--- config.mk ---
export PLATFORM = sky130hd
export DESIGN_NAME = shift_seq_ctrl
export DESIGN_NICKNAME = d
export VERILOG_FILES = /design/src/rtl/shift_seq_pkg.sv /design/src/rtl/bidir_shift_core.sv /design/src/rtl/shift_seq_ctrl.sv
export SDC_FILE = /design/constraint.sdc
export NUM_CORES = 1
export LEC_CHECK = 0
export BUFFER_PORTS_ARGS = -buffer_cell sky130_fd_sc_hd__buf_2
export CAP_MARGIN = 20
export CORE_MARGIN = 2
export CORE_UTILIZATION = 52
export DETAILED_ROUTE_END_ITERATION = 7
export MAX_ROUTING_LAYER = met4
export PLACE_DENSITY = 0.87
export REMOVE_ABC_BUFFERS = 1
export SYNTH_ARGS = -nofsm -noshare
export SYNTH_HDL_FRONTEND = slang
export SYNTH_SLANG_ARGS = --single-unit
--- constraint.sdc ---
create_clock -name clk -period 2.3 [get_ports clk]
set_clock_uncertainty 0.2 [all_clocks]
set_input_delay 0.46 -clock clk [delete_from_list [all_inputs] [get_ports clk]]
set_output_delay 0.46 -clock clk [all_outputs]
set_load 0.01 [all_outputs]
--- src/rtl/shift_seq_pkg.sv ---
// Shared types and width helpers for the shift sequencer controller.
package shift_seq_pkg;

    typedef enum logic [1:0] {
        ST_IDLE  = 2'd0,
        ST_SHIFT = 2'd1,
        ST_DONE  = 2'd2
    } state_t;

    // Width needed to hold a shift count in the range 0..data_wid.
    function automatic int len_width(input int data_wid);
        return $clog2(data_wid + 1);
    endfunction

endpackage

--- src/rtl/bidir_shift_core.sv ---
// Bidirectional single-bit shift register; clear takes priority over shift.
module bidir_shift_core #(
    parameter int DATA_WID = 8
) (
    input  logic                clk,
    input  logic                rst_n,
    input  logic                en,
    input  logic                clr,
    input  logic                dir,
    input  logic                din,
    output logic [DATA_WID-1:0] q
);

    always_ff @(posedge clk or negedge rst_n) begin
        if (!rst_n) begin
            q <= '0;
        end else if (clr) begin
            q <= '0;
        end else if (en) begin
            if (dir) begin
                q <= {q[DATA_WID-2:0], din};
            end else begin
                q <= {din, q[DATA_WID-1:1]};
            end
        end
    end

endmodule

--- src/rtl/shift_seq_ctrl.sv ---
// Command-driven shift sequencer: accepts a shift command, serialises bits
// from a data word into a bidirectional shift register, and hands back the result.
//
//   state    | meaning
//   ---------+--------------------------------------------------------
//   ST_IDLE  | waiting for a command, cmd_ready high
//   ST_SHIFT | one shift per edge until len steps are done or abort
//   ST_DONE  | result presented, held until res_ready
module shift_seq_ctrl
    import shift_seq_pkg::*;
#(
    parameter int DATA_WID = 8,
    parameter int LEN_W    = len_width(DATA_WID)
) (
    input  logic                clk,
    input  logic                rst_n,
    input  logic                cmd_valid,
    output logic                cmd_ready,
    input  logic                cmd_dir,
    input  logic [LEN_W-1:0]    cmd_len,
    input  logic [DATA_WID-1:0] cmd_data,
    input  logic                cmd_clr,
    input  logic                abort,
    output logic                res_valid,
    input  logic                res_ready,
    output logic [DATA_WID-1:0] res_data,
    output logic [DATA_WID-1:0] shreg,
    output logic                busy
);

    state_t              state, state_nxt;
    logic [LEN_W-1:0]    step_q, len_q, eff_len;
    logic                dir_q;
    logic [DATA_WID-1:0] data_q, data_rev, sel_word;
    logic                accept, core_en, core_clr, core_din;

    assign accept  = cmd_valid && (state == ST_IDLE);
    assign eff_len = (cmd_len > LEN_W'(DATA_WID)) ? LEN_W'(DATA_WID) : cmd_len;

    always_ff @(posedge clk or negedge rst_n) begin
        if (!rst_n) begin
            state  <= ST_IDLE;
            step_q <= '0;
            len_q  <= '0;
            dir_q  <= 1'b0;
            data_q <= '0;
        end else begin
            state <= state_nxt;
            if (accept) begin
                step_q <= '0;
                len_q  <= eff_len;
                dir_q  <= cmd_dir;
                data_q <= cmd_data;
            end else if (core_en) begin
                step_q <= step_q + LEN_W'(1);
            end
        end
    end

    // MSB-first serialisation for dir=1 is done by reversing the word, so both
    // directions pick bit 'step' of a word and a full shift reproduces data.
    always_comb begin
        data_rev = '0;
        for (int i = 0; i < DATA_WID; i++) begin
            data_rev[i] = data_q[DATA_WID-1-i];
        end
    end

    assign sel_word = (dir_q ? data_rev : data_q) >> step_q;
    assign core_din = sel_word[0];

    always_comb begin
        state_nxt = state;
        core_en   = 1'b0;
        core_clr  = 1'b0;
        case (state)
            ST_IDLE: begin
                if (cmd_valid) begin
                    core_clr  = cmd_clr;
                    state_nxt = (eff_len == '0) ? ST_DONE : ST_SHIFT;
                end
            end
            ST_SHIFT: begin
                if (abort) begin
                    state_nxt = ST_IDLE;
                end else begin
                    core_en = 1'b1;
                    if (step_q == len_q - LEN_W'(1)) begin
                        state_nxt = ST_DONE;
                    end
                end
            end
            ST_DONE: begin
                if (res_ready) begin
                    state_nxt = ST_IDLE;
                end
            end
            default: state_nxt = ST_IDLE;
        endcase
    end

    bidir_shift_core #(
        .DATA_WID (DATA_WID)
    ) u_core (
        .clk   (clk),
        .rst_n (rst_n),
        .en    (core_en),
        .clr   (core_clr),
        .dir   (dir_q),
        .din   (core_din),
        .q     (shreg)
    );

    assign cmd_ready = (state == ST_IDLE);
    assign busy      = (state != ST_IDLE);
    assign res_valid = (state == ST_DONE);
    assign res_data  = res_valid ? shreg : '0;

endmodule

# After elaboration in Yosys (flattened, before gate mapping)
# Index checks and enable logic that the tools add are counted.
# totals
output_inout_bits	19
wordCells	41
regBits	27
inputBits	19
# op_classes
shift	1
n_addsub	2
eq_ne	6
n_reduce_logical	7
n_mux	18
n_lt_le_gt_ge	1
# ops
op	n
8-bit 2-to-1 mux	5
4-bit 2-to-1 mux	3
2-bit 2-to-1 mux	5
8-bit by 4-bit right shift with 1-bit output	1
2-bit case mux with 3 select lines	1
2-bit nonzero test	3
4-bit by 1-bit adder with 4-bit output, second input constant	1
4-bit == test	1
4-bit greater-than comparator, second input constant	1
4-bit logical NOT	1
1-bit 2-to-1 mux	4
4-bit by 1-bit subtractor with 4-bit output, second input constant	1
3-bit inequality test, second input constant	1
3-bit AND reduction	1
2-bit by 1-bit == test with 1-bit output, second input constant	1
2-bit == test, second input constant	1
2-bit logical NOT	1
2-bit by 1-bit inequality test with 1-bit output, second input constant	1
2-bit inequality test, second input constant	1
1-bit logical AND	1

# Depth between registers and ports, before layout
# Gate-level depths: netlist of the first run.
# logic_depth
depth_word	6
ltp_mapped	7
depth_no_buf	7

# Hierarchy
# From an unflattened synthesis of the first run, not the netlist that was laid out.
# unflattened
hier_cells	155
area_unflattened_um2	1511.4
# by_module_without_submodules
module	seq_area_each_um2	area_per_inst_um2	n_inst	cells_each
shift_seq_ctrl	475.5	1104.8	1	119
bidir_shift_core	200.2	406.6	1	36

# Worst setup path before layout of the first run
# OpenSTA, ideal clock, no wires.
# synth_timing
path_kind	register to register
from	register dir_q
to	register u_core.q[0]
required_ns	1.969
path_buffers	1
setup_time_ns	0.131
slack_ns	0.581
period_less_slack_ns	1.719
arrival_ns	1.388
path_stages_with_launch	7
cell_sequence	dfrtp_1 > buf_6 > mux4_1 > nor2_1 > a311oi_1 > a21oi_1 > o21ai_0
# synth_between
elab_chain_len	5
# synth_rtl
element	line_no	text
start: declaration	shift_seq_ctrl.sv:33	logic dir_q;
start signal: assignment	shift_seq_ctrl.sv:52	dir_q <= cmd_dir;
8-bit 2-to-1 mux	shift_seq_ctrl.sv:69	assign sel_word = (dir_q ? data_rev : data_q) >> step_q;
8-bit by 4-bit right shift with 1-bit output	shift_seq_ctrl.sv:69	
8-bit 2-to-1 mux (*)	bidir_shift_core.sv:20	if (dir) begin
8-bit 2-to-1 mux (*)	bidir_shift_core.sv:19	end else if (en) begin
8-bit 2-to-1 mux (*)	bidir_shift_core.sv:17	end else if (clr) begin
end signal: assignment	bidir_shift_core.sv:21	q <= {q[DATA_WID-2:0], din};
end signal: assignment	bidir_shift_core.sv:23	q <= {din, q[DATA_WID-1:1]};
end: declaration	bidir_shift_core.sv:11	output logic [DATA_WID-1:0] q
# Every way passes the cells marked *; elsewhere a longest branch is shown, timed or not. The select of a mux whose other input is x is not followed.
# A chain may end at the register's enable or synchronous reset.

# Final worst setup path of the first run
# layout_timing
from	register state[0]
to	output port res_data[1]
# layout_between
elab_chain_len	2
# layout_rtl
element	line_no	text
start: declaration	shift_seq_ctrl.sv:31	state_t state, state_nxt;
start signal: assignment	shift_seq_ctrl.sv:48	state <= state_nxt;
2-bit == test	shift_seq_ctrl.sv:116	assign res_valid = (state == ST_DONE);
8-bit 2-to-1 mux	shift_seq_ctrl.sv:117	assign res_data = res_valid ? shreg : '0;
end: declaration	shift_seq_ctrl.sv:26	output logic [DATA_WID-1:0] res_data,
# Every way passes these cells.

==> results of run 1 <==
==> power by group through the flow <==
| stage | clock network (mW) | logic, mW | registers (mW) |
|---|---|---|---|
| after detailed placement | 0 | 0.734 | 0.818 |
| after global routing | 0.230 | 0.831 | 0.839 |
| after floorplan | 0 | 0.519 | 0.812 |
| after global placement | 0 | 0.706 | 0.811 |
| final | 0.199 | 0.731 | 0.812 |
| after CTS | 0.208 | 0.739 | 0.809 |
==> flip-flops by register name, indices dropped and copies added (netlist names) <==
signal and flops:
step_q 4, state 2, dir_q 1, u_core.q 8, len_q 4, data_q 8
==> worst reg2reg max path, stage by stage, from the launching register on <==
cell and delay, ps:
dfrtp_1 580, mux4_1 600, nor2_1 100, a311oi_1 50
a21oi_1 200, o21ai_0 110
==> cell type report <==
type / instances / share of cell area
timing repair buffer: 39 / 0.119
inverter: 4 / 0.00884
multi-input combinational: 120 / 0.435
sequential: 27 / 0.398
clock buffer: 3 / 0.0133
tap: 31 / 0.0228
clock inverter: 1 / 0.00295
==> cell usage in the layout, fill, tap and decap left out, types with 2 or more instances in the layout <==
master     synthesis  final
ha_1               2      2
xor2_1             2      2
buf_2              5     37
nor4_1             2      2
nand2b_1           3      3
nand3b_1           2      2
and2_1            10     10
nor2_1             6      6
o21ai_0           11     11
xnor2_1            7      7
nor2b_1            3      3
inv_1              4      4
a21oi_1            3      3
a2111oi_0          2      2
dfrtp_1           27     27
mux2i_1           10     10
nand2_1           46     46
clkbuf_4           0      3
==> per-stage QoR <==
| stage | hold WS (ps) | cell area [um2] | instances | power [mW] |
|---|---|---|---|---|
| 3_3_place_gp | 280 | 1660 | 220 | 1.52 |
| 4_1_cts | 107 | 1700 | 225 | 1.76 |
| 5_1_grt | 101 | 1700 | 225 | 1.90 |
| 6_report | 113 | 1700 | 225 | 1.74 |
| 3_5_place_dp | 290 | 1660 | 220 | 1.55 |
| 2_1_floorplan | -35.6 | 1430 | 151 | 1.33 |
==> kinds of logic (layout without fill, tap and decap cells) <==
| kind of cell | Yosys count | count (layout) |
|---|---|---|
| and+or+nand+nor | 75 | 75 |
| xor gates and xnor gates | 9 | 9 |
| AOI/OAI and AO/OA | 21 | 21 |
| buffers and inverters | 14 | 47 |
| DFF | 27 | 27 |
| muxes | 13 | 13 |
| adders and majority gates | 2 | 2 |
==> worst max path at each step <==
stage / cells after the start / slack [ps] / to
after floorplan: 5 / 220 / u_core.q[0]$_DFFE_PN0P_
after global placement: 5 / 420 / u_core.q[0]$_DFFE_PN0P_
after detailed placement: 5 / 370 / u_core.q[0]$_DFFE_PN0P_
after CTS: 3 / 180 / res_data[1]
after global routing: 3 / 50 / res_data[2]
final: 3 / 210 / res_data[1]
==> layer usage <==
| metal | GRT usage | share of wire | wire length, um | vias to the layer above |
|---|---|---|---|---|
| met3 | 0.0204 | 0.056 | 158 | 2 |
| met5 | - | 0 | 0 | - |
| met4 | 0.0498 | 0.0050 | 14 | 0 |
| li1 | - | - | - | 602 |
| met2 | 0.354 | 0.50 | 1410 | 45 |
| met1 | 0.237 | 0.44 | 1220 | 561 |
==> impl_metrics.toml, run 1 <==
[timing]
min_period_ps = 2090
finalSetupViolations = 0
fin_ws_ps = 208
fmax_mhz = 478
period_share = 0.910
rsz0062_at_grt = "false"
max_slew_margin = 0.591
hold_violations = 0
worst_slew_pin_slew_ps = 613
setup-tns-final_ps = 0
slew_viol_final = 0

[yosys]
synth-simple-area-share = 0.231
ys.flop_type = "dfrtp_1"
async_reset_ff_frac = 1.00
synth_xor_area_frac = 0.0533
syn_area_um2 = 1480
ys_warn_count = 0
yosysTopAreaCell = "dfrtp_1"
synth_top_family_by_area = "simple AND/OR/NAND/NOR gates"
synth_common_cells = "nand2_1 (46), dfrtp_1 (27), o21ai_0 (11)"
synth_seq_cells = 27
synth_cells = 161
synth.top_cell.area_share = 0.456
synth_edf_count = 0
synth_most_common_cell = "nand2_1"
synth.area.mux_share = 0.108
synth_area_leaders = "dfrtp_1 (46%), nand2_1 (12%), mux2i_1 (6.8%)"
synth.avg_cell_area_um2 = 9.19
synthAdderAreaFrac = 0.0169
ys_seq_area_frac = 0.456
synth.distinct_cells = 30
synth-compound-area-share = 0.0896

[route]
wl_mm = 2.80
via_per_inst = 5.38
vias = 1210
final_antenna_net_count = 0
post_drt_wl_per_cell_um = 12.4
drt_iter0_drc = 37
drc_errors = 0
drt_pre_antenna_iters = 4

[critical_path]
worstPathArrival_ps = 1430
crit_path_top_delay_cell = "dfrtp_1"
cp-start-kind = "register"
endpoint_kind = "output pin"
r2r-end = "u_core.q[0]$_DFFE_PN0P_"
max_stage_delay_ps = 460
worstPathRequired_ps = 1640
critPathLaunch = "state[0]$_DFFE_PN0P_"
crit_chain = "nor2b_1 > and2_1 > buf_2"
crit_fanout = 9
rrSetupSlack_ps = 360
critPathTopFamily = "simple AND/OR/NAND/NOR gates"
cp.buffers_inverters = 1
crit_type = "reg2out"
worstRegToRegCells = 5
r2r_start = "dir_q$_DFFE_PN0P_"

[layout]
layout-drive-gt1-share = 0.232
fin_util = 0.621
multi_input_area_um2 = 738
nets = 216
antenna_cells = 0
fillers = 253
syn2layout_area_growth_pct = 14.7
seqCellArea_um2 = 676

[clock_network]
clockBufferDepth = 2
ctsHoldBuffers = 1
clk_pin_slew_worst_paths_ps = 140
ctsResizeCount = 0
cts_sinks = 27
numCtsBuffers = 3
tritoncts = "done"
cts_setup_buffers = 0
worst_skew_pair.late_latency_ps = 320
cts-root-buf = "clkbuf_4"
h-tree-depth = 1

[power]
clockPowerShare = 0.114
max-vdd-ir-drop_mv = 0.648
p_seq_frac = 0.466
p_sw_frac = 0.396
p_comb_frac = 0.420
internal_power_mw = 1.05
power.switching_mw = 0.690
power_leakage_nw = 0.861
p_per_area_nw_per_um2 = 1030

[grt]
grt_pass1_wl_mm = 4.99
track_usage = 0.198
antenna_found_initial = 0
overflow = 0
grt_max_degree = 28
first_global_vias = 1199

[placed_design]
pre_cts_slack_ps = 373
gp_congestion = 0.734
dpl.hpwl_mm = 2.05
port_buffers = 37

[floorplanning]
die_h_um = 57.4
die_area_um2 = 3290
fp.coreArea_um2 = 2730
placementRows = 19
io_pins = 38
die_w_um = 57.4
start_util = 0.541

[flow_run]
cap_violations = 0

[status]
status = "finished, final reports clean"

[worst_hold_path]
holdCritStartpoint = "cmd_data[6]"
hold_depth = 3
min_to = "data_q[6]$_DFFE_PN0P_"
hp-class = "in2reg"
No activity file was read; power rests on OpenSTA's default activity.
==> run 2: changes to the inputs <==
--- a/config.mk
+++ b/config.mk
@@ -7,6 +7,7 @@
 export LEC_CHECK = 0
 export BUFFER_PORTS_ARGS = -buffer_cell sky130_fd_sc_hd__buf_2
 export CAP_MARGIN = 20
+export CORE_ASPECT_RATIO = 1.75
 export CORE_MARGIN = 2
 export CORE_UTILIZATION = 52
 export DETAILED_ROUTE_END_ITERATION = 7
==> impl_metrics.toml, run 2 (synthesis results as in run 1) <==
[status]
status = "finished, final reports clean"

[critical_path]
crit_type = "reg2reg"
crit_path_top_delay_cell = "dfrtp_1"
crit_chain = "nor2b_1 > a2111oi_0 > a2111oi_0 > a21oi_1 > o21ai_0"
worstPathRequired_ps = 2260
r2r-end = "u_core.q[0]$_DFFE_PN0P_"
crit_fanout = 9
crit_top_cell = "a2111oi_0"
worstRegToRegCells = 5
critPathLaunch = "dir_q$_DFFE_PN0P_"
rrSetupSlack_ps = 230
endpoint = "u_core.q[0]$_DFFE_PN0P_"
worstPathArrival_ps = 2040
endpoint_kind = "register"
max_stage_delay_ps = 560
cp-start-kind = "register"
r2r_start = "dir_q$_DFFE_PN0P_"

[timing]
hold_slack_ps = 159
fmax_mhz = 482
finalSetupViolations = 0
rsz0062_at_grt = "false"
hold_violations = 0
slew_viol_final = 0
period_share = 0.902
setup-tns-final_ps = 0
max_slew_margin = 0.595
worst_slew_pin_slew_ps = 607
min_period_ps = 2070

[clock_network]
clockBufferDepth = 2
cts_sinks = 27
h-tree-depth = 1
worst_skew_pair.late_latency_ps = 280
cts_setup_buffers = 0
cts-root-buf = "clkbuf_8"
tritoncts = "done"
clk_pin_slew_worst_paths_ps = 90
numCtsBuffers = 3

[grt]
track_usage = 0.207
antenna_found_initial = 0
overflow = 0
first_global_vias = 1126
grt_max_degree = 28
grt_pass1_wl_mm = 4.89

[power]
max-vdd-ir-drop_mv = 0.622
p_per_area_nw_per_um2 = 1060
power_leakage_nw = 0.869

[layout]
layout-drive-gt1-share = 0.232
mostFrequentLayoutCell = "nand2_1"
nets = 216
largestRegisters = "data_q x8, u_core.q x8"
final_cell_mix = "nand2_1 (46), buf_2 (37), dfrtp_1 (27)"
final_cell_area_um2 = 1710
syn2layout_area_growth_pct = 15.6
antenna_cells = 0

[route]
drt_pre_antenna_iters = 4
wl_mm = 2.79
drc_errors = 0
drt_iter0_drc = 46
vias = 1188
post_drt_wl_per_cell_um = 12.6
via_per_inst = 5.38
final_antenna_net_count = 0

[placed_design]
gp_congestion = 0.774
port_buffers = 37
place_area_um2 = 1660
dpl.hpwl_mm = 2.08

[floorplanning]
die_h_um = 74.6
io_pins = 38
start_util = 0.544
placementRows = 25
fp.coreArea_um2 = 2720
die_w_um = 44.3
die_area_um2 = 3310

[worst_hold_path]
hp-class = "in2reg"

[flow_run]
cap_violations = 0
## run 2: cell types whose count changed in the layout (fill, tap and decap cells not counted)
| cell | change |
|---|---|
| clkbuf_4 | -3 |
| clkbuf_8 | +3 |
## run 2: report_power, final
group	total [mW]	internal [mW]	switching, mW
Sequential	0.810	0.628	0.182
Clock	0.275	0.122	0.153
Combinational	0.730	0.359	0.371
## run 2: layout make-up
cell class | count | area [um2]
fillers | 240 | 1010
multi-input cells | 120 | 738
inverters | 4 | 15.0
clock buffers | 3 | 41.3
repair buffers | 39 | 203
clock inverters | 1 | 5.00
well taps | 27 | 33.8
flip-flops and latches | 27 | 676
## run 2: worst min-delay path by stage
stage	from	endpoint	slack [ps]	cells past startpoint
floorplan	rst_n	data_q[0]$_DFFE_PN0P_	-40	0
finish	cmd_data[7]	data_q[7]$_DFFE_PN0P_	160	3
CTS	cmd_data[7]	data_q[7]$_DFFE_PN0P_	160	3
detailed placement	data_q[1]$_DFFE_PN0P_	data_q[1]$_DFFE_PN0P_	280	2
global route	cmd_data[4]	data_q[4]$_DFFE_PN0P_	170	3
global placement	data_q[7]$_DFFE_PN0P_	data_q[7]$_DFFE_PN0P_	270	2
## run 2: routing by layer
| layer | wire [um] | vias up | global-route usage |
|---|---|---|---|
| met4 | 59 | 0 | 0.108 |
| met3 | 105 | 6 | 0.0316 |
| met2 | 1560 | 29 | 0.368 |
| met5 | 0 | - | - |
| met1 | 1070 | 552 | 0.213 |
| li1 | - | 601 | - |
## run 2: stage by stage
| stage | cells | util | power [mW] | setup WS (ps) |
|---|---|---|---|---|
| after floorplan | 151 | - | 1.33 | 215 |
| after global placement | 216 | 0.608 | 1.52 | 426 |
| after detailed placement | 216 | 0.608 | 1.55 | 326 |
| after CTS | 221 | 0.629 | 1.83 | 207 |
| after global routing | 221 | 0.629 | 1.97 | 79.5 |
| final | 221 | 0.629 | 1.81 | 225 |
## run 2: what timing repair did
action                    in CTS  in global routing
hold buffers                   1                  0
resized for setup              0                  0
hold endpoints to repair      27                  0
## run 2: critical path, delay by kind of cell, from the launching register on
kind             cells  cell delay [ps]
AO/OA/AOI/OAI        4             1110
flip-flops           1              560
AND/OR/NAND/NOR      1               80
==> run 3: changes to the inputs <==
==> constraint.sdc (replaced) <==
create_clock -name clk -period 2.1 [get_ports clk]
set_clock_uncertainty 0.2 [all_clocks]
set_input_delay 0.42 -clock clk [delete_from_list [all_inputs] [get_ports clk]]
set_output_delay 0.42 -clock clk [all_outputs]
set_load 0.01 [all_outputs]
==> impl_metrics.toml, run 3 (synthesis results as in run 1) <==
[grt]
antenna_found_initial = 0
first_global_vias = 1189
overflow = 0
grt_max_degree = 28
track_usage = 0.208
grt_pass1_wl_mm = 4.97

[clock_network]
tritoncts = "done"
cts_setup_buffers = 0
numCtsBuffers = 3
clk_pin_slew_worst_paths_ps = 90
cts_sinks = 27
cts-root-buf = "clkbuf_8"
h-tree-depth = 1
worst_skew_pair.late_latency_ps = 280
clockBufferDepth = 2

[layout]
nets = 217
syn2layout_area_growth_pct = 16.3
final_cell_area_um2 = 1720
fin_util = 0.633
antenna_cells = 0
final_cell_mix = "nand2_1 (46), buf_2 (37), dfrtp_1 (27)"
layout-drive-gt1-share = 0.241
largestRegisters = "data_q x8, u_core.q x8"
final_cells = 222
mostFrequentLayoutCell = "nand2_1"

[power]
power.switching_mw = 0.782
p_sw_frac = 0.391
power.total_mw = 2.00
internal_power_mw = 1.22
clockPowerShare = 0.149
p_per_area_nw_per_um2 = 1160
p_comb_frac = 0.407
power_leakage_nw = 0.874
max-vdd-ir-drop_mv = 0.699
p_seq_frac = 0.444

[route]
drc_errors = 0
post_drt_wl_per_cell_um = 13.0
drt_pre_antenna_iters = 4
final_antenna_net_count = 0
wl_mm = 2.88
via_per_inst = 5.56
drt_iter0_drc = 50
vias = 1235

[critical_path]
rrSetupSlack_ps = 150
critPathLaunch = "dir_q$_DFFE_PN0P_"
endpoint_kind = "register"
worstRegToRegCells = 5
crit_type = "reg2reg"
worstPathRequired_ps = 2090
cp-start-kind = "register"
r2r_start = "dir_q$_DFFE_PN0P_"
worstPathArrival_ps = 1940
r2r-end = "u_core.q[7]$_DFFE_PN0P_"
crit_fanout = 12

[timing]
rsz0062_at_grt = "false"
max_slew_margin = 0.609
fmax_mhz = 514
worst_slew_pin_slew_ps = 587
hold_violations = 0
min_period_ps = 1950
period_share = 0.927
finalSetupViolations = 0
setup-tns-final_ps = 0
fin_ws_ps = 153
hold_slack_ps = 126
slew_viol_final = 0

[placed_design]
port_buffers = 37
pre_cts_slack_ps = 183
gp_congestion = 0.798
place_area_um2 = 1660
dp_cells = 217
dpl.hpwl_mm = 2.11

[floorplanning]
io_pins = 38
start_util = 0.544
fp.coreArea_um2 = 2720
die_h_um = 74.6
placementRows = 25
die_area_um2 = 3310
die_w_um = 44.3

[flow_run]
cap_violations = 0

[status]
status = "finished, final reports clean"

[worst_hold_path]
hp-class = "in2reg"
holdCritStartpoint = "cmd_data[6]"
min_to = "data_q[6]$_DFFE_PN0P_"
hold_depth = 3
## run 3: worst max path at each step
stage                                   end  slack, ps  cells after the start
global route        u_core.q[7]$_DFFE_PN0P_         60                      5
floorplan           u_core.q[0]$_DFFE_PN0P_         20                      5
detailed placement  u_core.q[7]$_DFFE_PN0P_        180                      5
finish              u_core.q[7]$_DFFE_PN0P_        150                      5
CTS                             res_data[3]         50                      3
global placement    u_core.q[7]$_DFFE_PN0P_        240                      5
## run 3: layer usage
layer  vias to the layer above  GRT usage  wire length (um)
met5                         -          -                 0
met4                         0     0.0943                48
met3                         4     0.0218                84
met2                        34      0.394              1600
met1                       596      0.203              1140
li1                        601          -                 -
## run 3: power by group through the flow
stage / registers (mW) / logic (mW) / clock network (mW)
floorplan: 0.889 / 0.569 / 0
global placement: 0.885 / 0.782 / 0
detailed placement: 0.897 / 0.807 / 0
CTS: 0.887 / 0.822 / 0.307
global route: 0.915 / 0.918 / 0.325
finish: 0.889 / 0.815 / 0.298
## run 3: area by class of cell
| type | count | area [um2] |
|---|---|---|
| sequential | 27 | 676 |
| clock buffer | 3 | 41.3 |
| clock inverter | 1 | 5.00 |
| timing repair buffer | 40 | 210 |
| inverter | 4 | 15.0 |
| fill | 244 | 1000 |
| multi-input combinational | 120 | 741 |
| tap | 27 | 33.8 |
## run 3: what timing repair did
item	in CTS	in global routing
endpoints found under the hold margin	27	0
setup endpoints to repair	0	3
resized for setup	0	1
hold buffers	1	0
## run 3: worst max-delay path: stages (launching register included)
cell	delay, ps
dfrtp_1	510
buf_4	280
mux2i_1	90
a2111oi_0	400
a21oi_1	160
o31ai_2	220
